--- src/rtl/brcomp_pkg.sv ---
// Shared types and the branch-condition decode for the iterative branch comparator.
package brcomp_pkg;

    typedef enum logic [2:0] {
        BEQ  = 3'b000,
        BNE  = 3'b001,
        BLT  = 3'b100,
        BGE  = 3'b101,
        BLTU = 3'b110,
        BGEU = 3'b111
    } br_op_e;

    typedef enum logic [1:0] {
        IDLE = 2'd0,
        CMP  = 2'd1,
        DONE = 2'd2
    } state_e;

    function automatic logic br_is_illegal(input logic [2:0] op);
        return op[2:1] == 2'b01;
    endfunction

    function automatic logic br_taken_f(input logic [2:0] op, input logic less, input logic eq);
        logic t;
        case (op)
            BEQ:        t = eq;
            BNE:        t = !eq;
            BLT, BLTU:  t = less;
            BGE, BGEU:  t = !less;
            default:    t = 1'b0;
        endcase
        return t;
    endfunction

endpackage

--- src/rtl/brcomp_iter_chunk.sv ---
// One CHUNK_W-bit unsigned compare slice; the top muxes the active chunk into it.
module brcomp_chunk #(
    parameter int CHUNK_W = 8
) (
    input  logic [CHUNK_W-1:0] a,
    input  logic [CHUNK_W-1:0] b,
    output logic               lt,
    output logic               eq
);
    assign lt = a < b;
    assign eq = a == b;
endmodule

--- src/rtl/brcomp_iter.sv ---
// Multi-cycle branch comparator: scans operands MSB chunk first, optionally
// stopping at the first differing chunk, and returns less/equal/taken.
module brcomp_iter
    import brcomp_pkg::*;
#(
    parameter int DATA_W     = 32,
    parameter int CHUNK_W    = 8,
    parameter bit EARLY_EXIT = 1'b1,
    parameter int TAG_W      = 4
) (
    input  logic              clk,
    input  logic              rst_n,
    input  logic              flush,
    input  logic              in_valid,
    output logic              in_ready,
    input  logic [DATA_W-1:0] rs1_data,
    input  logic [DATA_W-1:0] rs2_data,
    input  logic [2:0]        br_op,
    input  logic [TAG_W-1:0]  in_tag,
    output logic              out_valid,
    input  logic              out_ready,
    output logic              br_less,
    output logic              br_equal,
    output logic              br_taken,
    output logic              br_illegal,
    output logic [TAG_W-1:0]  out_tag
);
    localparam int NCHUNK = DATA_W / CHUNK_W;
    localparam int IDX_W  = (NCHUNK > 1) ? $clog2(NCHUNK) : 1;
    localparam logic [IDX_W-1:0]  LAST_IDX  = IDX_W'(NCHUNK - 1);
    localparam logic [DATA_W-1:0] SIGN_MASK = DATA_W'(1) << (DATA_W - 1);

    state_e             state_q, state_d;
    logic [DATA_W-1:0]  a_q, a_d, b_q, b_d;
    logic [2:0]         op_q, op_d;
    logic [TAG_W-1:0]   tag_q, tag_d;
    logic [IDX_W-1:0]   idx_q, idx_d;
    logic               seen_q, seen_d;       // a differing chunk has been found
    logic               seen_lt_q, seen_lt_d; // less from the first differing chunk
    logic               valid_q, valid_d;
    logic               less_q, less_d, equal_q, equal_d;
    logic               taken_q, taken_d, illegal_q, illegal_d;

    logic [CHUNK_W-1:0] chunk_a, chunk_b;
    logic               chunk_lt, chunk_eq;
    logic               fin_less, fin_eq;

    assign chunk_a = CHUNK_W'(a_q >> (idx_q * CHUNK_W));
    assign chunk_b = CHUNK_W'(b_q >> (idx_q * CHUNK_W));

    brcomp_chunk #(.CHUNK_W(CHUNK_W)) u_chunk (
        .a  (chunk_a),
        .b  (chunk_b),
        .lt (chunk_lt),
        .eq (chunk_eq)
    );

    always_comb begin
        state_d   = state_q;
        a_d       = a_q;
        b_d       = b_q;
        op_d      = op_q;
        tag_d     = tag_q;
        idx_d     = idx_q;
        seen_d    = seen_q;
        seen_lt_d = seen_lt_q;
        valid_d   = valid_q;
        less_d    = less_q;
        equal_d   = equal_q;
        taken_d   = taken_q;
        illegal_d = illegal_q;
        // Earlier differing chunk dominates; otherwise the current chunk decides.
        fin_less  = seen_q ? seen_lt_q : chunk_lt;
        fin_eq    = !seen_q && chunk_eq;

        if (flush) begin
            state_d = IDLE;
            valid_d = 1'b0;
        end else begin
            case (state_q)
                IDLE: if (in_valid) begin
                    // Biasing the sign bit turns signed order into unsigned order.
                    a_d       = br_op[1] ? rs1_data : (rs1_data ^ SIGN_MASK);
                    b_d       = br_op[1] ? rs2_data : (rs2_data ^ SIGN_MASK);
                    op_d      = br_op;
                    tag_d     = in_tag;
                    idx_d     = LAST_IDX;
                    seen_d    = 1'b0;
                    seen_lt_d = 1'b0;
                    state_d   = CMP;
                end
                CMP: begin
                    if (!chunk_eq && !seen_q) begin
                        seen_d    = 1'b1;
                        seen_lt_d = chunk_lt;
                    end
                    if ((idx_q == '0) || (EARLY_EXIT && !chunk_eq)) begin
                        state_d   = DONE;
                        valid_d   = 1'b1;
                        less_d    = fin_less;
                        equal_d   = fin_eq;
                        illegal_d = br_is_illegal(op_q);
                        taken_d   = br_taken_f(op_q, fin_less, fin_eq);
                    end else begin
                        idx_d = idx_q - 1'b1;
                    end
                end
                DONE: if (out_ready) begin
                    state_d = IDLE;
                    valid_d = 1'b0;
                end
                default: state_d = IDLE;
            endcase
        end
    end

    always_ff @(posedge clk or negedge rst_n) begin
        if (!rst_n) begin
            state_q   <= IDLE;
            a_q       <= '0;
            b_q       <= '0;
            op_q      <= '0;
            tag_q     <= '0;
            idx_q     <= '0;
            seen_q    <= 1'b0;
            seen_lt_q <= 1'b0;
            valid_q   <= 1'b0;
            less_q    <= 1'b0;
            equal_q   <= 1'b0;
            taken_q   <= 1'b0;
            illegal_q <= 1'b0;
        end else begin
            state_q   <= state_d;
            a_q       <= a_d;
            b_q       <= b_d;
            op_q      <= op_d;
            tag_q     <= tag_d;
            idx_q     <= idx_d;
            seen_q    <= seen_d;
            seen_lt_q <= seen_lt_d;
            valid_q   <= valid_d;
            less_q    <= less_d;
            equal_q   <= equal_d;
            taken_q   <= taken_d;
            illegal_q <= illegal_d;
        end
    end

    assign in_ready   = (state_q == IDLE);
    assign out_valid  = valid_q;
    assign br_less    = less_q;
    assign br_equal   = equal_q;
    assign br_taken   = taken_q;
    assign br_illegal = illegal_q;
    assign out_tag    = tag_q;

endmodule

--- config.mk ---
export PLATFORM = sky130hd
export DESIGN_NAME = brcomp_iter
export DESIGN_NICKNAME = d
export VERILOG_FILES = /design/src/rtl/brcomp_pkg.sv /design/src/rtl/brcomp_iter_chunk.sv /design/src/rtl/brcomp_iter.sv
export SDC_FILE = /design/constraint.sdc
export NUM_CORES = 1
export LEC_CHECK = 0
export CAP_MARGIN = 20
export CORE_MARGIN = 8
export CORE_UTILIZATION = 35
export CTS_BUF_LIST = sky130_fd_sc_hd__clkbuf_16
export CTS_CLUSTER_DIAMETER = 30
export CTS_CLUSTER_SIZE = 28
export DETAILED_ROUTE_END_ITERATION = 10
export GPL_ROUTABILITY_DRIVEN = 0
export PLACE_DENSITY = 0.56
export SYNTH_ARGS = -nofsm -noshare
export SYNTH_HDL_FRONTEND = slang
export SYNTH_HIERARCHICAL = 1
export SYNTH_SLANG_ARGS = --single-unit
export TNS_END_PERCENT = 1
--- constraint.sdc ---
create_clock -name clk -period 3.25 [get_ports clk]
set_input_delay 0.65 -clock clk [delete_from_list [all_inputs] [get_ports clk]]
set_output_delay 0.65 -clock clk [all_outputs]
set_load 0.02 [all_outputs]
Word level (Yosys, flattened, before mapping)
Cells that the tools add are included.

storage, ports and cells
  register bits after elaboration = 82
  input port bits = 76

operators by class
  add/subtract/negate cells = 1
  $lt $le $gt $ge = 1
  eq/ne operators = 15
  shifts and indexed selects = 2
  mux-type cells = 21
  bitwise logic cells = 3
  reduce and logical (&&, ||, !) cells = 20

operators by type and width
  cell                                                 count
  2-to-1 mux 32 bit                                    2
  right shift 32 x 5 -> 8 bit                          2
  equality test 3 bit, second input constant           4
  2-to-1 mux 2 bit                                     6
  AND reduction 3 bit                                  4
  != test 3 bit, second input constant                 3
  equality test 8 bit                                  1
  less-than comparator 8 bit                           1
  AND reduction 4 bit                                  2
  2-to-1 mux 1 bit                                     7
  != test 2 bit, second input constant                 3
  one-hot mux 1 bit (2 select lines)                   3
  one-hot mux 2 bit (3 select lines)                   1
  equality test 2 x 1 -> 1 bit, second input constant  2
  logical NOT 1 bit                                    4
  logical NOT 2 bit                                    2
  one-hot mux 1 bit (4 select lines)                   1
  one-hot mux 2 bit (2 select lines)                   1
  OR reduction 2 bit                                   2
  equality test 3 x 1 -> 1 bit, second input constant  1
  logical NOT 3 bit                                    1
  NOT 1 bit                                            3
  nonzero test 3 bit                                   1
  equality test 2 bit, second input constant           1
  4 further kinds                                      5

Depth between registers and ports, before layout
  depth after elaboration = 7
  mapped depth = 13

By module
The synthesis kept the hierarchy.

by module, submodules not included
  module        instances  cells an instance  area each (µm²)
  brcomp_iter   1          234                3967.6
  brcomp_chunk  1          27                 214.0

Worst setup path after synthesis
No wires, ideal clock.

  path type = register to register
  start point = register idx_q[0]
  end point = register taken_q (netlist: br_taken)
  arrival = 2.519 ns
  data required time = 3.173 ns
  path slack = 0.653 ns
  cell stages (with the launch flop) = 12
  period minus slack after synthesis = 2.597 ns
  cells stage by stage = dfrtp_1 buf_2 mux4_2 ha_1 nor2b_4 o211ai_2 a21oi_2 a2111oi_2 mux2i_1 xnor2_1 nand2_1 a21oi_1

between the ends
  word-level cells in the longest chain between the ends = 5
  elaborated cells on any way between the ends = 13
  those cells by class = order compare: 1; eq/ne: 1; shift: 2; mux: 2; reduce/logical: 7

ends and longest elaborated chain
  element                               RTL line                 text
  start: declaration                    brcomp_iter.sv:37        logic [IDX_W-1:0] idx_q, idx_d;
  start signal: assignment              brcomp_iter.sv:138       idx_q <= idx_d;
  right shift 32 x 5 -> 8 bit *         brcomp_iter.sv:48        assign chunk_a = CHUNK_W'(a_q >> (idx_q * CHUNK_W));
  via chunk_a[1]                        brcomp_iter.sv:44        logic [CHUNK_W-1:0] chunk_a, chunk_b;
  less-than comparator 8 bit *          brcomp_iter_chunk.sv:10  assign lt = a < b;
  via chunk_lt                          brcomp_iter.sv:45        logic chunk_lt, chunk_eq;
  2-to-1 mux 1 bit *                    brcomp_iter.sv:73        fin_less = seen_q ? seen_lt_q : chunk_lt;
  logical NOT 1 bit                     brcomp_pkg.sv:29         BGE, BGEU: t = !less;
  one-hot mux 1 bit (4 select lines) *  brcomp_pkg.sv:25         case (op)
  end signal: assignment                brcomp_iter.sv:144       taken_q <= taken_d;
  end: declaration                      brcomp_iter.sv:42        logic taken_q, taken_d, illegal_q, illegal_d;

The timed path passes the listed nets; every way through them passes the cells marked *.
A chain may end at the register's enable or synchronous reset.

Worst setup path after layout
  start point = register idx_q[0]
  end point = register taken_q (netlist: br_taken)

between the ends
  word-level cells in the longest chain between the ends = 5
  elaborated cells on any way between the ends = 13
  those cells by class = order compare: 1; eq/ne: 1; shift: 2; mux: 2; reduce/logical: 7

ends and longest elaborated chain
  element                                                                           RTL line                              text
  right shift 32 x 5 -> 8 bit *                                                     brcomp_iter.sv:48
  via chunk_a[7]                                                                    brcomp_iter.sv:44
  equality test 8 bit *                                                             brcomp_iter_chunk.sv:11               assign eq = a == b;
  via chunk_eq                                                                      brcomp_iter.sv:45
  logical AND 1 bit / logical NOT 1 bit (equally long branches)                     brcomp_iter.sv:74, brcomp_iter.sv:97
  logical NOT 1 bit / logical OR 1 bit (equally long branches)                      brcomp_pkg.sv:27, brcomp_iter.sv:97
  one-hot mux 1 bit (4 select lines) / AND reduction 3 bit (equally long branches)  n/a

Marked as above.

==> run_results.csv <==
group,metric,value,unit
placement,pre_cts_ws,0.463,ns
cts,numClockSinks,82,
synthesis,asyncSetResetFlopFracSynth,100,%
global_routing,sum_of_overflow_across_all_layers_after_global_routing,0,
power,comb_power_share,28.0,%
floorplan,die_h,125,um
setup_path,critPathRequiredTime,3.50,ns
route,final_antenna_net_count,0,
global_routing,grt_pass1_vias,2785,
synthesis,mappedNetlistArea,4180,um^2
cts,htree_levels,3,
cts,clk_pin_slew,0.06,ns
cts,cts_hold_repair.buffers,0,
setup_path,critPathCaptureType,"flip-flop",
cts,tritoncts,"done",
floorplan,cell_rows,40,
floorplan,die_x,125,um
finish,layout.nets,437,
synthesis,synthesized_instance_count,261,
finish,area.growth.synth_to_final,29.7,%
route,drt-initial-drc-count,133,
route,routedWlPerCell,17.4,um
sta,finalMaxSlewViolations,0,
route,vias_per_cell,4.71,
setup_path,timing.critical_path.buf_inv,1,
setup_path,critical_path.startpoint,"idx_q[0]",
setup_path,crit_path_start_kind,"flip-flop",
synthesis,synth_top_flop_cell,"dfrtp_1",
synthesis,number_of_distinct_library_cells_after_synthesis,31,
power,netSwitchingFraction,25.3,%
setup_path,slowest_stage_delay_cp,0.53,ns
setup_path,r2r-end,"br_taken",
sta,unrepaired_setup_endpoints_after_global_routing,"false",
setup_path,category_of_cells_accounting_for_the_largest_share_of_critical_path_delay,"simple AND/OR/NAND/NOR gates",
setup_path,timing.critical_path.arrival,3.03,ns
sta,finalCritPeriodShare,85.7,%
power,cell_internal_pwr,2.52,mW
sta,period_minus_slack,2.79,ns
sta,final.setup_skew,0.00831,ns
floorplan,placeable_core_region,11900,um^2
synthesis,yosysSeqAreaShare,49.1,%
synthesis,post_synth.cell_area_avg,16.0,um^2
finish,final_common_cell,"clkdlybuf4s50_1",
power,leakage,2.40,nW
sta,final_hold_viol_count,0,
setup_path,rrSetupSlack,0.46,ns
power,total_power_per_unit_cell_area,621,nW/um^2
sta,worst_slew_pin_slew,0.496,ns
job,maxCapViolCount,0,
cts,num_cts_buffers,9,
sta,max_clock_freq,359,MHz
setup_path,crit_fanout,13,
finish,post_route_cells_drive_above_1_share,32.7,%
power,power.share.sequential,41.3,%
floorplan,start_util,35.3,%
setup_path,regToRegStartpoint,"idx_q[0]",
route,detail_route.drc_violations,0,
global_routing,grt_pass1_wl,14.7,mm
setup_path,timing.critical_path.slowest_stage_cell,"mux4_2",
setup_path,timing.critical_path.mode_cell,"a21oi_1",
synthesis,ys_seq_elements,82,
route,detailroute.via_count,2366,
setup_path,cells_traversed_along_the_worst_timing_path,"buf_4 -> mux4_2 -> ha_1 -> nand4_1 -> nor2_1 -> nor2b_1 -> nand3b_1 -> a21oi_1 -> a21oi_1",
cts,clkLatencyLatePin,0.33,ns
global_routing,initial_antenna_violation_count,0,
sta,timing.slew.headroom,66.9,%
cts,cts.repair_timing.setup_buffer_count,0,
setup_path,r2r.worst_path.cells,9,
finish,n_antenna_cell,0,
global_routing,grt_max_degree,83,
finish,utilization,45.7,%
power,share_of_total_power_in_the_clock_network,30.8,%
synthesis,synth.net_count,346,
floorplan,floorplan.die_area,15700,um^2
sta,totalNegativeSetupSlack,0,ns
hold_path,hp-class,"input port to asynchronous set/reset pin",
placement,placement.cell_area,5110,um^2
global_routing,globalRouteTotalUtil,11.7,%
power,p_switching,0.854,mW
sta,setup_viol,0,
synthesis,yosysWarningCount,6,
synthesis,synth_edf_count,0,
finish,most-common-layout-cells,"clkdlybuf4s50_1 (84), dfrtp_1 (82), mux2_4 (70)",
floorplan,io_pins,86,
cts,maximum_buffer_depth_of_the_clock_tree,2,
sta,post-route-worst-setup-slack,0.464,ns
cts,clock-root-buffer,"clkbuf_16",
route,drt_first_pass_iters,4,
finish,final_instance_area,5430,um^2
route,final_wl,8.73,mm
outcome,status,"finished clean",
power,irDropWorstVdd,0.310,mV
power,design_power_total,3.37,mW
placement,place.detailed.hpwl,6.46,mm
cts,cts_repair_resize_count,0,
placement,io_buffer_count,85,
finish,num-fill-cells,1050,
setup_path,criticalPathCategory,"flip-flop to flip-flop",
## worst reg2reg max path, stage by stage, from the launching register on
cell and delay, ns:
dfrtp_1 0.34, buf_4 0.24, mux4_2 0.53, ha_1 0.35, nand4_1 0.15, nor2_1 0.24, nor2b_1 0.39, nand3b_1 0.27
a21oi_1 0.06, a21oi_1 0.15
## routing by layer
layer  vias to the layer above  wire length (um)  GRT usage (%)
met1                      1191              3940           14.5
met4                         0                89           3.94
li1                       1117                 -              -
met2                        52              4310           19.1
met5                         -                 0              0
met3                         6               388           3.53
## state kept, by name (all words and copies together) (netlist names)
name,flops
seen_lt_q,1
b_q,32
br_less,1
br_taken,1
br_illegal,1
br_equal,1
op_q,3
out_valid,1
state_q,2
a_q,32
out_tag,4
seen_q,1
idx_q,2
## metrics by stage
step | std cells | hold WS, ns
CTS | 501 | 0.493
detailed placement | 487 | 0.479
global placement | 487 | 0.469
finish | 502 | 0.284
global route | 502 | 0.322
floorplan | 261 | 0.354
## cell type report
type	count	area, um^2	share of cell area, %
well taps	147	184	3.39
clock inverters	5	72.6	1.34
clock buffers	9	225	4.15
inverters	11	41.3	0.761
flip-flops and latches	82	2050	37.8
repair buffers	93	946	17.4
multi-input cells	155	1900	35.1
## cell families (layout without fill, tap and decap cells)
group	Yosys count	in the layout	synth area share [%]
adders and majority gates	9	9	2.69
xor gates and xnor gates	4	4	0.838
and+or+nand+nor	30	30	3.98
buffers and inverters	24	118	5.39
DFF	82	82	49.1
muxes	90	90	34.8
AOI/OAI and AO/OA	22	22	3.26
## cell usage after synthesis, types with 4 or more instances
cell type / instances / area [um^2]
inv_1: 11 / 41.3
mux4_2: 16 / 360
nor2_1: 8 / 30.0
dfrtp_1: 82 / 2050
mux2_4: 70 / 1050
xnor2_1: 4 / 35.0
buf_2: 4 / 20.0
o21ai_0: 8 / 40.0
a21oi_1: 9 / 45.0
ha_1: 9 / 113
buf_12: 8 / 160
nand2_1: 7 / 26.3
## power by group through the flow
| stage | sequential, mW | clock [mW] | combinational (mW) |
|---|---|---|---|
| CTS | 1.40 | 1.06 | 0.957 |
| detailed placement | 1.41 | 0 | 0.953 |
| floorplan | 1.39 | 0 | 0.666 |
| global placement | 1.40 | 0 | 0.939 |
| global route | 1.42 | 1.10 | 1.03 |
| finish | 1.39 | 1.04 | 0.943 |
## worst max path at each step
stage,cells past startpoint,slack [ns],end
2_1_floorplan,11,0.65,br_taken
3_3_place_gp,11,0.48,br_taken
3_5_place_dp,9,0.46,br_taken
4_1_cts,9,0.45,br_taken
5_1_grt,9,0.21,br_taken
6_report,9,0.46,br_taken
No activity file was read; power rests on OpenSTA's default activity.
